`src/rtl/sad_pkg.sv`:
```
// Shared constants, width-derivation helpers and FSM encoding for the SAD disparity search.
package sad_pkg;

    function automatic int sad_clog2(input int value);
        int result;
        result = 0;
        for (int v = value - 1; v > 0; v = v >> 1) begin
            result = result + 1;
        end
        return result;
    endfunction

    function automatic int sad_cells(input int mask_size);
        return mask_size * mask_size;
    endfunction

    // Wide enough for CELLS * (2^PIXEL_WIDTH - 1) without overflow.
    function automatic int sad_sum_width(input int pixel_width, input int mask_size);
        return pixel_width + sad_clog2(sad_cells(mask_size));
    endfunction

    function automatic int sad_disp_width(input int num_disp);
        return sad_clog2(num_disp);
    endfunction

    typedef enum logic [1:0] {
        RUN    = 2'd0,
        DRAIN  = 2'd1,
        RESULT = 2'd2
    } sad_state_t;

endpackage

```
`src/rtl/sad_abs_diff.sv`:
```
// Registered absolute-difference stage carrying a valid bit and a sideband tag alongside the data.
module sad_abs_diff #(
    parameter int PIXEL_WIDTH = 8,
    parameter int TAG_WIDTH   = 2
) (
    input  logic                   clk,
    input  logic                   srst,
    input  logic                   in_valid,
    input  logic [PIXEL_WIDTH-1:0] in_a,
    input  logic [PIXEL_WIDTH-1:0] in_b,
    input  logic [TAG_WIDTH-1:0]   in_tag,
    output logic                   out_valid,
    output logic [PIXEL_WIDTH-1:0] out_diff,
    output logic [TAG_WIDTH-1:0]   out_tag
);

    logic                   valid_reg;
    logic [PIXEL_WIDTH-1:0] diff_reg;
    logic [TAG_WIDTH-1:0]   tag_reg;

    always_ff @(posedge clk) begin
        if (srst) begin
            valid_reg <= 1'b0;
            diff_reg  <= '0;
            tag_reg   <= '0;
        end else begin
            valid_reg <= in_valid;
            if (in_valid) begin
                // Subtract the smaller from the larger so the result never wraps.
                diff_reg <= (in_a >= in_b) ? (in_a - in_b) : (in_b - in_a);
                tag_reg  <= in_tag;
            end
        end
    end

    assign out_valid = valid_reg;
    assign out_diff  = diff_reg;
    assign out_tag   = tag_reg;

endmodule

```
`src/rtl/sad_disparity_search.sv`:
```
// Streaming SAD search over NUM_DISP candidate windows; reports the lowest-SAD window index.
// Optional macro SAD_DISP_THRESH_EN adds sad_thresh / out_confident.
module sad_disparity_search
    import sad_pkg::*;
#(
    parameter int  PIXEL_WIDTH = 8,
    parameter int  MASK_SIZE   = 3,
    parameter int  NUM_DISP    = 16,
    localparam int SUM_WIDTH   = sad_sum_width(PIXEL_WIDTH, MASK_SIZE),
    localparam int DISP_WIDTH  = sad_disp_width(NUM_DISP)
) (
    input  logic                   S_AXI_ACLK,
    input  logic                   S_AXI_ARESET,
    input  logic                   in_valid,
    output logic                   in_ready,
    input  logic [PIXEL_WIDTH-1:0] in_left,
    input  logic [PIXEL_WIDTH-1:0] in_right,
    output logic                   out_valid,
    input  logic                   out_ready,
    output logic [DISP_WIDTH-1:0]  out_disp,
`ifdef SAD_DISP_THRESH_EN
    input  logic [SUM_WIDTH-1:0]   sad_thresh,
    output logic                   out_confident,
`endif
    output logic [SUM_WIDTH-1:0]   out_sad
);

    localparam int CELLS  = sad_cells(MASK_SIZE);
    localparam int CELL_W = sad_clog2(CELLS);

    logic clk;
    logic srst;
    assign clk  = S_AXI_ACLK;
    assign srst = S_AXI_ARESET;

    sad_state_t state_reg, state_next;

    logic [CELL_W-1:0]     cell_cnt_reg;
    logic [DISP_WIDTH-1:0] disp_cnt_reg;
    logic [DISP_WIDTH-1:0] win_idx_reg;
    logic [SUM_WIDTH-1:0]  acc_reg;
    logic [SUM_WIDTH-1:0]  best_sad_reg;
    logic [DISP_WIDTH-1:0] best_disp_reg;
    logic [SUM_WIDTH-1:0]  win_sad;

    logic                   accept;
    logic                   last_cell;
    logic                   last_win;
    logic                   final_accept;
    logic                   d_valid;
    logic [PIXEL_WIDTH-1:0] d_diff;
    logic [1:0]             d_tag;
    logic                   d_last_cell;
    logic                   d_last_win;

    assign in_ready     = (state_reg == RUN);
    assign accept       = in_valid && in_ready;
    assign last_cell    = (cell_cnt_reg == CELL_W'(CELLS - 1));
    assign last_win     = (disp_cnt_reg == DISP_WIDTH'(NUM_DISP - 1));
    assign final_accept = accept && last_cell && last_win;

    sad_abs_diff #(
        .PIXEL_WIDTH (PIXEL_WIDTH),
        .TAG_WIDTH   (2)
    ) u_abs_diff (
        .clk       (clk),
        .srst      (srst),
        .in_valid  (accept),
        .in_a      (in_left),
        .in_b      (in_right),
        .in_tag    ({last_cell, last_win}),
        .out_valid (d_valid),
        .out_diff  (d_diff),
        .out_tag   (d_tag)
    );

    assign d_last_cell = d_tag[1];
    assign d_last_win  = d_tag[0];

    // Input-side position counters.
    always_ff @(posedge clk) begin
        if (srst) begin
            cell_cnt_reg <= '0;
            disp_cnt_reg <= '0;
        end else if (accept) begin
            if (last_cell) begin
                cell_cnt_reg <= '0;
                disp_cnt_reg <= last_win ? '0 : disp_cnt_reg + 1'b1;
            end else begin
                cell_cnt_reg <= cell_cnt_reg + 1'b1;
            end
        end
    end

    always_comb begin
        win_sad = acc_reg + SUM_WIDTH'(d_diff);
    end

    // Accumulate and compare; win_idx_reg follows the diff stage, one cycle behind disp_cnt_reg.
    always_ff @(posedge clk) begin
        if (srst) begin
            acc_reg       <= '0;
            win_idx_reg   <= '0;
            best_sad_reg  <= '0;
            best_disp_reg <= '0;
        end else if (d_valid) begin
            if (d_last_cell) begin
                acc_reg     <= '0;
                win_idx_reg <= d_last_win ? '0 : win_idx_reg + 1'b1;
                if ((win_idx_reg == '0) || (win_sad < best_sad_reg)) begin
                    best_sad_reg  <= win_sad;
                    best_disp_reg <= win_idx_reg;
                end
            end else begin
                acc_reg <= win_sad;
            end
        end
    end

    always_ff @(posedge clk) begin
        if (srst) begin
            state_reg <= RUN;
        end else begin
            state_reg <= state_next;
        end
    end

    always_comb begin
        state_next = state_reg;
        out_valid  = 1'b0;
        case (state_reg)
            RUN: begin
                if (final_accept) begin
                    state_next = DRAIN;
                end
            end
            DRAIN: begin
                state_next = RESULT;
            end
            RESULT: begin
                out_valid = 1'b1;
                if (out_ready) begin
                    state_next = RUN;
                end
            end
            default: begin
                state_next = RUN;
            end
        endcase
    end

    assign out_disp = best_disp_reg;
    assign out_sad  = best_sad_reg;

`ifdef SAD_DISP_THRESH_EN
    logic [SUM_WIDTH-1:0] thresh_reg;

    always_ff @(posedge clk) begin
        if (srst) begin
            thresh_reg <= '0;
        end else if (final_accept) begin
            thresh_reg <= sad_thresh;
        end
    end

    assign out_confident = out_valid && (best_sad_reg <= thresh_reg);
`endif

endmodule

```
`config.mk`:
```
export PLATFORM = sky130hd
export DESIGN_NAME = sad_disparity_search
export DESIGN_NICKNAME = d
export VERILOG_FILES = /design/src/rtl/sad_pkg.sv /design/src/rtl/sad_abs_diff.sv /design/src/rtl/sad_disparity_search.sv
export SDC_FILE = /design/constraint.sdc
export NUM_CORES = 1
export LEC_CHECK = 0
export CAP_MARGIN = 20
export CORE_AREA = 2 2 113 115
export DETAILED_ROUTE_END_ITERATION = 8
export DIE_AREA = 0 0 115 117
export HOLD_SLACK_MARGIN = 0.03
export PLACE_DENSITY_LB_ADDON = 0.25
export SYNTH_ARGS = -nofsm -noshare
export SYNTH_HDL_FRONTEND = slang
export SYNTH_SLANG_ARGS = --single-unit
```
`constraint.sdc`:
```
create_clock -name S_AXI_ACLK -period 3.12 [get_ports S_AXI_ACLK]
set_input_delay 0.624 -clock S_AXI_ACLK [delete_from_list [all_inputs] [get_ports S_AXI_ACLK]]
set_output_delay 0.624 -clock S_AXI_ACLK [all_outputs]
set_load 0.05 [all_outputs]
```
==> impl_metrics.json, run 1 <==
{
  "die_area_um2": 13500,
  "synth-seq-cells": 53,
  "fin_nets": 576,
  "gr-total-overflow": 0,
  "endpoint": "out_sad[1]",
  "swShare_pct": 30.1,
  "port_buffers": 37,
  "routed_wl_mm": 8.47,
  "fin_skew_ns": 0.00692,
  "fin_ws_ns": 0.0119,
  "drtIter0Drc": 87,
  "r2r_start": "u_abs_diff.out_diff[0]",
  "grt_pass1_wl_mm": 14.3,
  "final_common_cell": "nand2_1",
  "arrival_ns": 3.29,
  "syn2layout_area_growth_pct": 32.2,
  "synth_edf_count": 0,
  "pre_cts_ws_ns": -0.231,
  "reg2regPathDepth": 15,
  "fmax_mhz": 322,
  "relSlewSlack_pct": 52.8,
  "die_y_um": 117,
  "cts_sinks": 53,
  "clk_path_buf_depth": 2,
  "r2r_end": "out_sad[1]",
  "grt_pass1_vias": 3115,
  "netlist.area_leader.share_pct": 29.6,
  "dr.pass1.iters": 4,
  "fin_crit_sh_pct": 99.6,
  "ys_seq_area_share_pct": 29.6,
  "critPathRequiredTime_ns": 3.30,
  "root_buffer": "clkbuf_16",
  "wl_per_cell_um": 12.7,
  "clk_latency_ns": 0.29,
  "max_cap_violations": 0,
  "cp-startpoint": "u_abs_diff.out_diff[0]",
  "setup.worst_path.class": "flip-flop to flip-flop",
  "finish.instance_area_um2": 4740,
  "dp.cells": 652,
  "fp-row-count": 41,
  "drv_slew": 0,
  "yosysWarnings": 0,
  "synth_flop_cell": "dfxtp_1",
  "synth_top_cells_by_area": "dfxtp_1, ha_1, nand2_1, mux2i_1, a21oi_1",
  "hold_buffers": 0,
  "fin_util_pct": 38.5,
  "power.internal_mw": 1.22,
  "rrSetupSlack_ns": 0.01,
  "ant_nets": 0,
  "diodes": 0,
  "avgSynthCellArea_um2": 8.08,
  "ios": 38,
  "p_per_area_nw_per_um2": 368,
  "finalWeightedCongestion": 0.825,
  "cts_tree": "yes",
  "whs_path_depth": 2,
  "p_sw_mw": 0.525,
  "period_minus_slack_ns": 3.11,
  "start_kind": "flip-flop",
  "route.vias.total": 3208,
  "synth_cell_types": 54,
  "synth_async_sr_flop_share_pct": 0,
  "hold_viol": 0,
  "synth_cells": 444,
  "grt_usage_pct": 13.0,
  "cts_buffers": 5,
  "synth.cell_area_um2": 3590,
  "place_hpwl_mm": 6.43,
  "hold_path_class": "flip-flop to flip-flop",
  "p_leak_nw": 1.87,
  "dieWidth_um": 115,
  "fill_cells": 1287,
  "antenna_found_initial": 0,
  "core_um2": 12300,
  "synth_nets": 506,
  "fin_setup_tns_ns": 0,
  "status": "complete, no violations",
  "dpl_cell_area_um2": 4350,
  "yosysTopAreaCell": "dfxtp_1",
  "layoutNonFillerInstCount": 665,
  "final_cell_mix": "nand2_1, dfxtp_1, inv_1, buf_4, clkdlybuf4s50_1",
  "tightest_slew_ns": 0.706,
  "drcViolationCount": 0,
  "cp_max_fo": 4,
  "clkPwrFrac_pct": 32.2,
  "start_util_pct": 29.1,
  "drive_gt1_share_pct": 18.8,
  "routed_via_density": 4.82,
  "seq_power_share_pct": 41.2,
  "grt_max_degree": 36,
  "endpoint_kind": "flip-flop",
  "clk_pin_slew_ns": 0.07,
  "cts.htree.levels": 2,
  "ir_drop_uv": 223,
  "power_frac_comb_pct": 26.6,
  "setup_violations": 0,
  "rsz0062_at_grt": "yes",
  "holdWs_ns": 0.461,
  "finalPower_mw": 1.74
}
[worst max-delay path: stages (launching register included)]
cell and delay, ns:
dfxtp_2 0.34, ha_4 0.16, inv_2 0.05, fa_2 0.19, nand2b_4 0.14, a21oi_4 0.05
o21a_1 0.20, or3_4 0.34, and2_4 0.17, ha_1 0.28, nand2_2 0.07, nor2_2 0.14
nand2_2 0.08, o31ai_4 0.33, a21oi_4 0.13, mux2_4 0.31
[routing by layer]
| metal | track usage (%) | part of all wire, % |
|---|---|---|
| met1 | 17.0 | 49 |
| met3 | 1.70 | 2.8 |
| met4 | 3.45 | 0.94 |
| met2 | 22.5 | 48 |
| met5 | 0 | 0 |
[cell families (layout without fill, tap and decap cells)]
| family | after synthesis | count (layout) | share of synthesized area [%] |
|---|---|---|---|
| multiplexers | 21 | 21 | 5.89 |
| adder cells (fa/ha/maj) | 42 | 42 | 15.3 |
| XOR/XNOR | 16 | 16 | 3.91 |
| buffers and inverters | 61 | 132 | 7.01 |
| AND/OR/NAND/NOR | 147 | 147 | 19.3 |
| AO/OA/AOI/OAI | 104 | 104 | 19.0 |
| flip-flops | 53 | 53 | 29.6 |
[area by class of cell]
class | count | area (um2) | area share (%)
sequential | 53 | 1070 | 22.6
inverter | 46 | 173 | 3.64
timing repair buffer | 78 | 686 | 14.5
clock buffer | 5 | 125 | 2.64
tap | 150 | 188 | 3.96
multi-input combinational | 330 | 2480 | 52.3
clock inverter | 3 | 21.3 | 0.448
[power by group through the flow]
stage / logic (mW) / registers (mW) / clock network, mW
3_3_place_gp: 0.421 / 0.727 / 0
4_1_cts: 0.440 / 0.712 / 0.586
6_report: 0.464 / 0.719 / 0.561
5_1_grt: 0.517 / 0.722 / 0.610
2_1_floorplan: 0.280 / 0.723 / 0
3_5_place_dp: 0.424 / 0.728 / 0
[Yosys cell counts, drive strengths merged, types with 5 or more instances]
cell type	n
a21oi	37
a31oi	8
ha	39
xnor2	8
clkbuf	11
mux2i	20
nand3	6
a22oi	7
nor2	37
nor2b	5
nand2	58
dfxtp	53
nor3	9
xor2	8
o21ai	22
nand4	6
inv	45
[worst min-delay path by stage]
stage	to	start
final	out_disp[3]	out_disp[3]
after global routing	out_disp[0]	out_disp[0]
after CTS	out_disp[3]	out_disp[3]
after detailed placement	out_disp[0]	out_disp[0]
after global placement	out_disp[2]	out_disp[2]
after floorplan	acc_reg[0]	acc_reg[0]
[timing repair]
item,CTS,global route
pin swaps,12,16
endpoints found under the setup margin,16,16
resized for setup,24,28
setup buffers,1,4
No activity file was read; power rests on OpenSTA's default activity.
==> run 2: changes to the inputs <==
--- a/config.mk
+++ b/config.mk
@@ -6,9 +6,11 @@
 export NUM_CORES = 1
 export LEC_CHECK = 0
 export CAP_MARGIN = 20
-export CORE_AREA = 2 2 113 115
+export CELL_PAD_IN_SITES_DETAIL_PLACEMENT = 2
+export CELL_PAD_IN_SITES_GLOBAL_PLACEMENT = 2
+export CORE_AREA = 10 10 121 123
 export DETAILED_ROUTE_END_ITERATION = 8
-export DIE_AREA = 0 0 115 117
+export DIE_AREA = 0 0 131 133
 export HOLD_SLACK_MARGIN = 0.03
 export PLACE_DENSITY_LB_ADDON = 0.25
 export SYNTH_ARGS = -nofsm -noshare
==> impl_metrics.json, run 2 (synthesis results as in run 1) <==
{
  "status": "complete, but fails checks",
  "violations": "negative setup slack",
  "swShare_pct": 31.4,
  "final_cell_mix": "nand2_1, dfxtp_1, inv_1, buf_4, clkdlybuf4s50_1",
  "setup_violations": 16,
  "ant_nets": 0,
  "ios": 38,
  "p_sw_mw": 0.561,
  "cts_sinks": 53,
  "die_area_um2": 17400,
  "critPathRequiredTime_ns": 3.30,
  "start_util_pct": 29.0,
  "fin_util_pct": 39.1,
  "hold_path_class": "flip-flop to flip-flop",
  "cts_tree": "yes",
  "port_buffers": 37,
  "p_per_area_nw_per_um2": 369,
  "endpoint_kind": "flip-flop",
  "period_minus_slack_ns": 3.22,
  "drive_gt1_share_pct": 18.4,
  "p_leak_nw": 1.92,
  "rsz0062_at_grt": "yes",
  "worstPathCellList": "ha_4 -> inv_2 -> fa_2 -> nand2b_4 -> a21oi_4 -> o21a_1 -> o32ai_2 -> or2_4 -> ha_4 -> nand2_4 -> nor2_4 -> nand2_2 -> o31ai_4 -> a21oi_4 -> buf_12 -> buf_12 -> mux2i_2",
  "hold_buffers": 0,
  "worst_path_max_delay_cell": "dfxtp_4",
  "cp_max_fo": 7,
  "clk_pin_slew_ns": 0.08,
  "antenna_found_initial": 0,
  "clk_path_buf_depth": 2,
  "core_um2": 12400,
  "fin_crit_sh_pct": 103,
  "cts.htree.levels": 2,
  "route.vias.total": 3350,
  "fin_skew_ns": 0.00548,
  "pre_cts_ws_ns": -0.359,
  "seq_power_share_pct": 40.1,
  "ir_drop_uv": 191,
  "finalWeightedCongestion": 0.817,
  "gr-total-overflow": 0,
  "relSlewSlack_pct": 53.3,
  "critical-path-max-stage-delay_ns": 0.37,
  "root_buffer": "clkbuf_16",
  "routed_wl_mm": 10.9,
  "tightest_slew_ns": 0.698,
  "place_hpwl_mm": 8.43,
  "clkPwrFrac_pct": 32.6,
  "diodes": 0,
  "die_y_um": 133,
  "max_cap_violations": 0,
  "arrival_ns": 3.41,
  "fmax_mhz": 310,
  "setup.worst_path.class": "flip-flop to flip-flop",
  "power.internal_mw": 1.22,
  "dr.pass1.iters": 4,
  "hold_viol": 0,
  "routed_via_density": 4.86,
  "grt_pass1_vias": 3678,
  "fin_nets": 578,
  "holdWs_ns": 0.466,
  "cts_buffers": 5,
  "drv_slew": 0,
  "syn2layout_area_growth_pct": 34.9,
  "start_kind": "flip-flop",
  "power_frac_comb_pct": 27.3,
  "grt_pass1_wl_mm": 18.2,
  "fin_ws_ns": -0.103,
  "clk_latency_ns": 0.31,
  "final_common_cell": "nand2_1",
  "grt_usage_pct": 12.7,
  "drcViolationCount": 0,
  "dieWidth_um": 131,
  "grt_max_degree": 36,
  "wl_per_cell_um": 15.8,
  "fp-row-count": 41,
  "drtIter0Drc": 95
}
## run 2: cell count changes in the layout (fill, tap and decap cells not counted), sizes merged
cell  change
buf       +2
## run 2: layout make-up
cell class	count	area [um2]
well taps	172	215
clock inverters	3	21.3
inverters	46	173
flip-flops and latches	53	1070
clock buffers	5	125
multi-input cells	330	2480
repair buffers	80	754
fillers	1385	7520
## run 2: power by group through the flow
| stage | clock network, mW | registers, mW | logic (mW) |
|---|---|---|---|
| after global placement | 0 | 0.727 | 0.436 |
| after global routing | 0.623 | 0.719 | 0.547 |
| after detailed placement | 0 | 0.728 | 0.453 |
| after floorplan | 0 | 0.723 | 0.280 |
| final | 0.582 | 0.715 | 0.488 |
| after CTS | 0.608 | 0.715 | 0.486 |
## run 2: layer usage
metal	routed length [um]	global-route usage (%)	share of wire, %	vias up
li1	-	-	-	1679
met3	308	1.76	2.8	11
met2	5530	23.0	51	41
met1	4880	14.9	45	1619
met4	153	3.96	1.4	0
met5	0	0	0	-
## run 2: final timing paths
check	start	to	slack, ns	cells past startpoint
min reg2reg	out_disp[2]	out_disp[2]	0.47	2
min	out_disp[2]	out_disp[2]	0.47	2
max	u_abs_diff.out_diff[0]	out_sad[10]	-0.10	17
max reg2reg	u_abs_diff.out_diff[0]	out_sad[10]	-0.10	17
## run 2: through the flow
stage | instances | setup TNS (ns) | power [mW] | cell area, um2
final | 689 | -0.876 | 1.78 | 4840
after global routing | 689 | -2.99 | 1.89 | 4840
after CTS | 686 | -0.922 | 1.81 | 4790
after detailed placement | 675 | -4.98 | 1.18 | 4410
after global placement | 675 | -1.76 | 1.16 | 4410
after floorplan | 444 | -0.0155 | 1.00 | 3600
## run 2: repair_timing
action                                  CTS  global route
gates cloned                              1             0
endpoints found under the setup margin   16            16
pin swaps                                16             5
resized for setup                        39             7
setup buffers                             2             3
## run 2: critical path, delay by kind of cell, from the launching register on
| kind | cells | cell delay, ns |
|---|---|---|
| buf+inv | 3 | 0.32 |
| compound gates | 5 | 0.84 |
| simple gates | 5 | 0.66 |
| flops | 1 | 0.37 |
| mux | 1 | 0.14 |
| fa+ha+maj | 3 | 0.75 |
